[src/rtl/ram_rd_check.sv]
// Read-back checker that snoops a single-port RAM, shadows every written word and compares each returned word.
// Optional first-mismatch data logging (err_exp/err_act) is enabled by defining RAM_CHK_LOG_EN.
module ram_rd_check #(
  parameter int AW       = 5,
  parameter int DW       = 8,
  parameter int RD_LAT   = 1,
  parameter int PASS_CNT = 32
) (
  input  logic          clk,
  input  logic          rst,
  input  logic          clr,
  input  logic          ram_wr_en,
  input  logic          ram_rd_en,
  input  logic [AW-1:0] ram_addr,
  input  logic [DW-1:0] ram_wr_data,
  input  logic [DW-1:0] ram_rd_data,
  output logic [15:0]   chk_cnt,
  output logic [15:0]   err_cnt,
  output logic          err_flag,
  output logic          proto_err,
  output logic          pass,
  output logic [AW-1:0] err_addr
`ifdef RAM_CHK_LOG_EN
  ,
  output logic [DW-1:0] err_exp,
  output logic [DW-1:0] err_act
`endif
);

  localparam int DEPTH = 1 << AW;
  localparam logic [15:0] PASS_TGT = 16'(PASS_CNT);
  localparam logic [15:0] SAT      = 16'hFFFF;

  typedef enum logic [1:0] {S_IDLE, S_RUN, S_PASS, S_FAIL} state_t;

  logic [DW-1:0]    shadow_q [DEPTH];
  logic [DEPTH-1:0] valid_q;

  logic             pv_q [RD_LAT];
  logic [DW-1:0]    pe_q [RD_LAT];
  logic [AW-1:0]    pa_q [RD_LAT];

  logic             rd_issue;
  logic             cmp_v, mismatch;
  logic [DW-1:0]    cmp_e;
  logic [AW-1:0]    cmp_a;

  state_t           state_q, state_d;
  logic [15:0]      chk_q, chk_d, err_q, err_d, good_q, good_d;
  logic             flag_q, flag_d, proto_q, proto_d;
  logic [AW-1:0]    eaddr_q, eaddr_d;
`ifdef RAM_CHK_LOG_EN
  logic [DW-1:0]    eexp_q, eexp_d, eact_q, eact_d;
`endif

  // A simultaneous write+read is a protocol error: the write lands, the read is dropped.
  assign rd_issue = ram_rd_en & ~ram_wr_en;

  // Shadow data needs no reset; the valid bits gate every use of it.
  always_ff @(posedge clk) begin
    if (ram_wr_en) shadow_q[ram_addr] <= ram_wr_data;
  end

  always_ff @(posedge clk or posedge rst) begin
    if (rst)            valid_q <= '0;
    else if (clr)       valid_q <= '0;
    else if (ram_wr_en) valid_q[ram_addr] <= 1'b1;
  end

  // Expected word is frozen at issue time and travels alongside the read.
  for (genvar gi = 0; gi < RD_LAT; gi++) begin : g_pipe
    logic          v_in;
    logic [DW-1:0] e_in;
    logic [AW-1:0] a_in;
    if (gi == 0) begin : g_head
      assign v_in = rd_issue & valid_q[ram_addr];
      assign e_in = shadow_q[ram_addr];
      assign a_in = ram_addr;
    end else begin : g_tail
      assign v_in = pv_q[gi-1];
      assign e_in = pe_q[gi-1];
      assign a_in = pa_q[gi-1];
    end
    always_ff @(posedge clk or posedge rst) begin
      if (rst) begin
        pv_q[gi] <= 1'b0;
        pe_q[gi] <= '0;
        pa_q[gi] <= '0;
      end else if (clr) begin
        pv_q[gi] <= 1'b0;
      end else begin
        pv_q[gi] <= v_in;
        pe_q[gi] <= e_in;
        pa_q[gi] <= a_in;
      end
    end
  end

  assign cmp_v    = pv_q[RD_LAT-1];
  assign cmp_e    = pe_q[RD_LAT-1];
  assign cmp_a    = pa_q[RD_LAT-1];
  assign mismatch = cmp_v & (ram_rd_data != cmp_e);

  always_comb begin
    state_d = state_q;
    chk_d   = chk_q;
    err_d   = err_q;
    good_d  = good_q;
    flag_d  = flag_q;
    proto_d = proto_q;
    eaddr_d = eaddr_q;
`ifdef RAM_CHK_LOG_EN
    eexp_d  = eexp_q;
    eact_d  = eact_q;
`endif
    if (cmp_v) begin
      if (chk_q != SAT) chk_d = chk_q + 16'd1;
      if (mismatch) begin
        if (err_q != SAT) err_d = err_q + 16'd1;
        good_d = '0;
        flag_d = 1'b1;
        if (!flag_q) begin
          eaddr_d = cmp_a;
`ifdef RAM_CHK_LOG_EN
          eexp_d  = cmp_e;
          eact_d  = ram_rd_data;
`endif
        end
      end else if (good_q != SAT) begin
        good_d = good_q + 16'd1;
      end
    end
    if (ram_wr_en && ram_rd_en) proto_d = 1'b1;

    case (state_q)
      S_IDLE:  if (ram_wr_en) state_d = S_RUN;
      S_RUN:   if (mismatch) state_d = S_FAIL;
               else if (good_d >= PASS_TGT) state_d = S_PASS;
      S_PASS:  if (mismatch) state_d = S_FAIL;
      default: state_d = S_FAIL;
    endcase

    // Clear wins over a compare completing in the same cycle.
    if (clr) begin
      state_d = S_IDLE;
      chk_d   = '0;
      err_d   = '0;
      good_d  = '0;
      flag_d  = 1'b0;
      proto_d = 1'b0;
      eaddr_d = '0;
`ifdef RAM_CHK_LOG_EN
      eexp_d  = '0;
      eact_d  = '0;
`endif
    end
  end

  always_ff @(posedge clk or posedge rst) begin
    if (rst) begin
      state_q <= S_IDLE;
      chk_q   <= '0;
      err_q   <= '0;
      good_q  <= '0;
      flag_q  <= 1'b0;
      proto_q <= 1'b0;
      eaddr_q <= '0;
`ifdef RAM_CHK_LOG_EN
      eexp_q  <= '0;
      eact_q  <= '0;
`endif
    end else begin
      state_q <= state_d;
      chk_q   <= chk_d;
      err_q   <= err_d;
      good_q  <= good_d;
      flag_q  <= flag_d;
      proto_q <= proto_d;
      eaddr_q <= eaddr_d;
`ifdef RAM_CHK_LOG_EN
      eexp_q  <= eexp_d;
      eact_q  <= eact_d;
`endif
    end
  end

  assign chk_cnt   = chk_q;
  assign err_cnt   = err_q;
  assign err_flag  = flag_q;
  assign proto_err = proto_q;
  assign pass      = (state_q == S_PASS);
  assign err_addr  = eaddr_q;
`ifdef RAM_CHK_LOG_EN
  assign err_exp   = eexp_q;
  assign err_act   = eact_q;
`endif

endmodule

[config.mk]
export PLATFORM = sky130hd
export DESIGN_NAME = ram_rd_check
export DESIGN_NICKNAME = d
export VERILOG_FILES = /design/src/rtl/ram_rd_check.sv
export SDC_FILE = /design/constraint.sdc
export NUM_CORES = 1
export LEC_CHECK = 0
export CELL_PAD_IN_SITES_DETAIL_PLACEMENT = 0
export CELL_PAD_IN_SITES_GLOBAL_PLACEMENT = 1
export CORE_UTILIZATION = 46
export DETAILED_ROUTE_END_ITERATION = 10
export GPL_ROUTABILITY_DRIVEN = 1
export PLACE_DENSITY_LB_ADDON = 0.1
export SETUP_SLACK_MARGIN = 0.15
export SYNTH_ARGS = -nofsm -noshare
export SYNTH_HDL_FRONTEND = slang
export SYNTH_SLANG_ARGS = --single-unit
export TNS_END_PERCENT = 50
[constraint.sdc]
create_clock -name clk -period 3.05 [get_ports clk]
set_input_delay 0.305 -clock clk [delete_from_list [all_inputs] [get_ports clk]]
set_output_delay 0.305 -clock clk [all_outputs]
set_load 0.005 [all_outputs]
==> impl_metrics.toml <==
[cells_and_area]
mostFrequentLayoutCell = "edfxtp_1"
final_nets = 1100
drive_above_1_share_pct = 19.4
fillers = 2504
final_cell_mix = "edfxtp_1, nor2_1, dfrtp_1, mux4_2, buf_4"
num_antenna_cells = 0
area_growth_pct = 18.0
multi_input_area_mm2 = 0.00427
seq_area_mm2 = 0.0103

[cts]
htree_num_levels = 2
cts_buffer_depth = 3
post-cts-setup-buffers = 0
cts_tree = "built"
clk_pin_slew_ns = 0.06
cts_resized = 0
clk_latency_ns = 0.52
cts_sinks = 359
cts_buffers = 38
hold_buffers = 0
cts_root_buf = "clkbuf_16"

[yosys]
syn-cell-area_mm2 = 0.0148
synthesis.nets = 974
syn_avg_cell_area_um2 = 15.7
synthArstFlopShare_pct = 28.7
synth_flop_cell = "edfxtp_1"
synthCells = 945
yosysWarnings = 0
synth_edf_count = 256
ys_types = 59
ys_ff_latch = 359
yosysSeqAreaShare_pct = 69.4

[timing]
tns_ns = 0
fin_skew_ns = 0.0155
hold_viol_final = 0
setup-violations-final = 0
final.period_utilization_pct = 80.8
tightest_slew_ns = 0.861
fmax_mhz = 406
timing.hold.ws_ns = 0.171
rsz0062_at_grt = "false"
max_slew_margin_pct = 42.6
slew_violations = 0
period_minus_slack_ns = 2.46

[floorplanning]
fp.dieW_um = 181
dieHeight_um = 181
fp-row-count = 65
core-area_mm2 = 0.0316
ios = 66
die_area_mm2 = 0.0329
start_util_pct = 46.8

[power]
power_density_mw_per_mm2 = 584
power_leakage_nw = 6.24
ir_drop_mv = 0.477

[route]
wl_per_cell_um = 22.4
drc_errors = 0
firstDrtPassIters = 5
drtIter0Drc = 596
final_antenna_net_count = 0
avgViaCountPerCell = 5.59
vias = 8389
routed_wl_um = 33600

[worst_setup_path]
endpoint_kind = "flip-flop"
crit_fanout = 7
path_class = "flip-flop to flip-flop"
cp_data_arrival_time_ns = 2.81
startpoint_type = "flip-flop"
worstPathRequired_ns = 3.40

[grt]
grt_pass1_vias = 8386
grt_util_all_layers_pct = 20.8
grt_max_degree = 73
grt_pass1_wl_um = 51200
overflow = 0
antenna_found_initial = 0

[placement]
dp_hpwl_um = 21800
port_buffers = 65
gp_congestion = 0.888

[flow_run]
drv_cap = 0

[hold_path]
min_path_type = "input port to async pin"

[status]
run_status = "completed"
## worst paths after layout
path | to | slack (ns) | cells past startpoint | startpoint
max | state_q[1] | 0.59 | 8 | good_q[0]
min | err_cnt[0] | 0.17 | 2 | rst
max reg2reg | state_q[1] | 0.59 | 8 | good_q[0]
min reg2reg | valid_q[30] | 0.49 | 2 | valid_q[30]
max in group asynchronous | valid_q[3] | 2.16 | 3 | rst
min in group clk | valid_q[10] | 0.38 | 2 | clr
## cells by family after synthesis
kind of cell	share of synthesized area [%]
DFF	69.4
and+or+nand+nor	9.33
muxes	13.6
AOI/OAI and AO/OA	3.25
buffers and inverters	1.76
xor gates and xnor gates	2.49
adders and majority gates	0.254
## sequential cells by signal (all words and copies together), names as in the netlist
| signal | count |
|---|---|
| cmp_a | 5 |
| valid_q | 32 |
| chk_cnt | 16 |
| err_addr | 5 |
| proto_err | 1 |
| cmp_e | 8 |
| err_cnt | 16 |
| state_q | 2 |
| err_flag | 1 |
| good_q | 16 |
| cmp_v | 1 |
| shadow_q | 256 |
## final cells by class
class / count / share of cell area [%]
sequential: 359 / 58.8
multi-input combinational: 525 / 24.5
timing repair buffer: 133 / 7.03
clock buffer: 54 / 5.97
tap: 402 / 2.88
clock inverter: 15 / 0.573
inverter: 14 / 0.322
## where the power goes
part | internal, mW | switching (mW) | leakage (nW) | total (mW)
registers | 5.31 | 0.0395 | 3.71 | 5.35
logic | 0.232 | 0.335 | 1.96 | 0.568
clock network | 2.47 | 1.81 | 0.567 | 4.27
total | 8.01 | 2.18 | 6.24 | 10.2
## cell usage after synthesis, drive strengths merged, types with 20 or more instances
cell type / number / area [µm²]
nand2: 33 / 124
xor2: 22 / 193
dfrtp: 103 / 2580
clkbuf: 25 / 93.8
edfxtp: 256 / 7690
mux2i: 26 / 260
a21oi: 22 / 110
nor2: 158 / 593
buf: 22 / 114
nand3: 31 / 155
mux4: 72 / 1620
xnor2: 20 / 175
## per-stage QoR
stage               std cells  area [µm²]  power (mW)  utilization (%)  setup WS (ns)
floorplan                 945       14800        5.76                -          0.632
global placement         1433       16300        6.03             51.6          0.381
detailed placement       1433       16300        6.03             51.6          0.401
CTS                      1502       17500        10.3             55.2          0.565
global route             1502       17500        10.5             55.2          0.381
finish                   1502       17500        10.2             55.2          0.587
## worst max-delay path: stages (launching register included)
cell and delay [ns]:
dfrtp_1 0.43, ha_1 0.24, nand4_1 0.19, or2_1 0.32
o21ai_4 0.25, nor4b_1 0.27, o21ai_1 0.15, o41ai_2 0.35
a21oi_1 0.12
## per-layer routing
metal / part of all wire [%] / vias up / GRT usage (%)
li1: - / 3845 / -
met1: 45 / 4283 / 29.6
met2: 48 / 213 / 33.7
met3: 4.7 / 48 / 2.92
met4: 2.4 / 0 / 6.03
met5: 0 / - / 0
(Power assumes the default switching activity.)
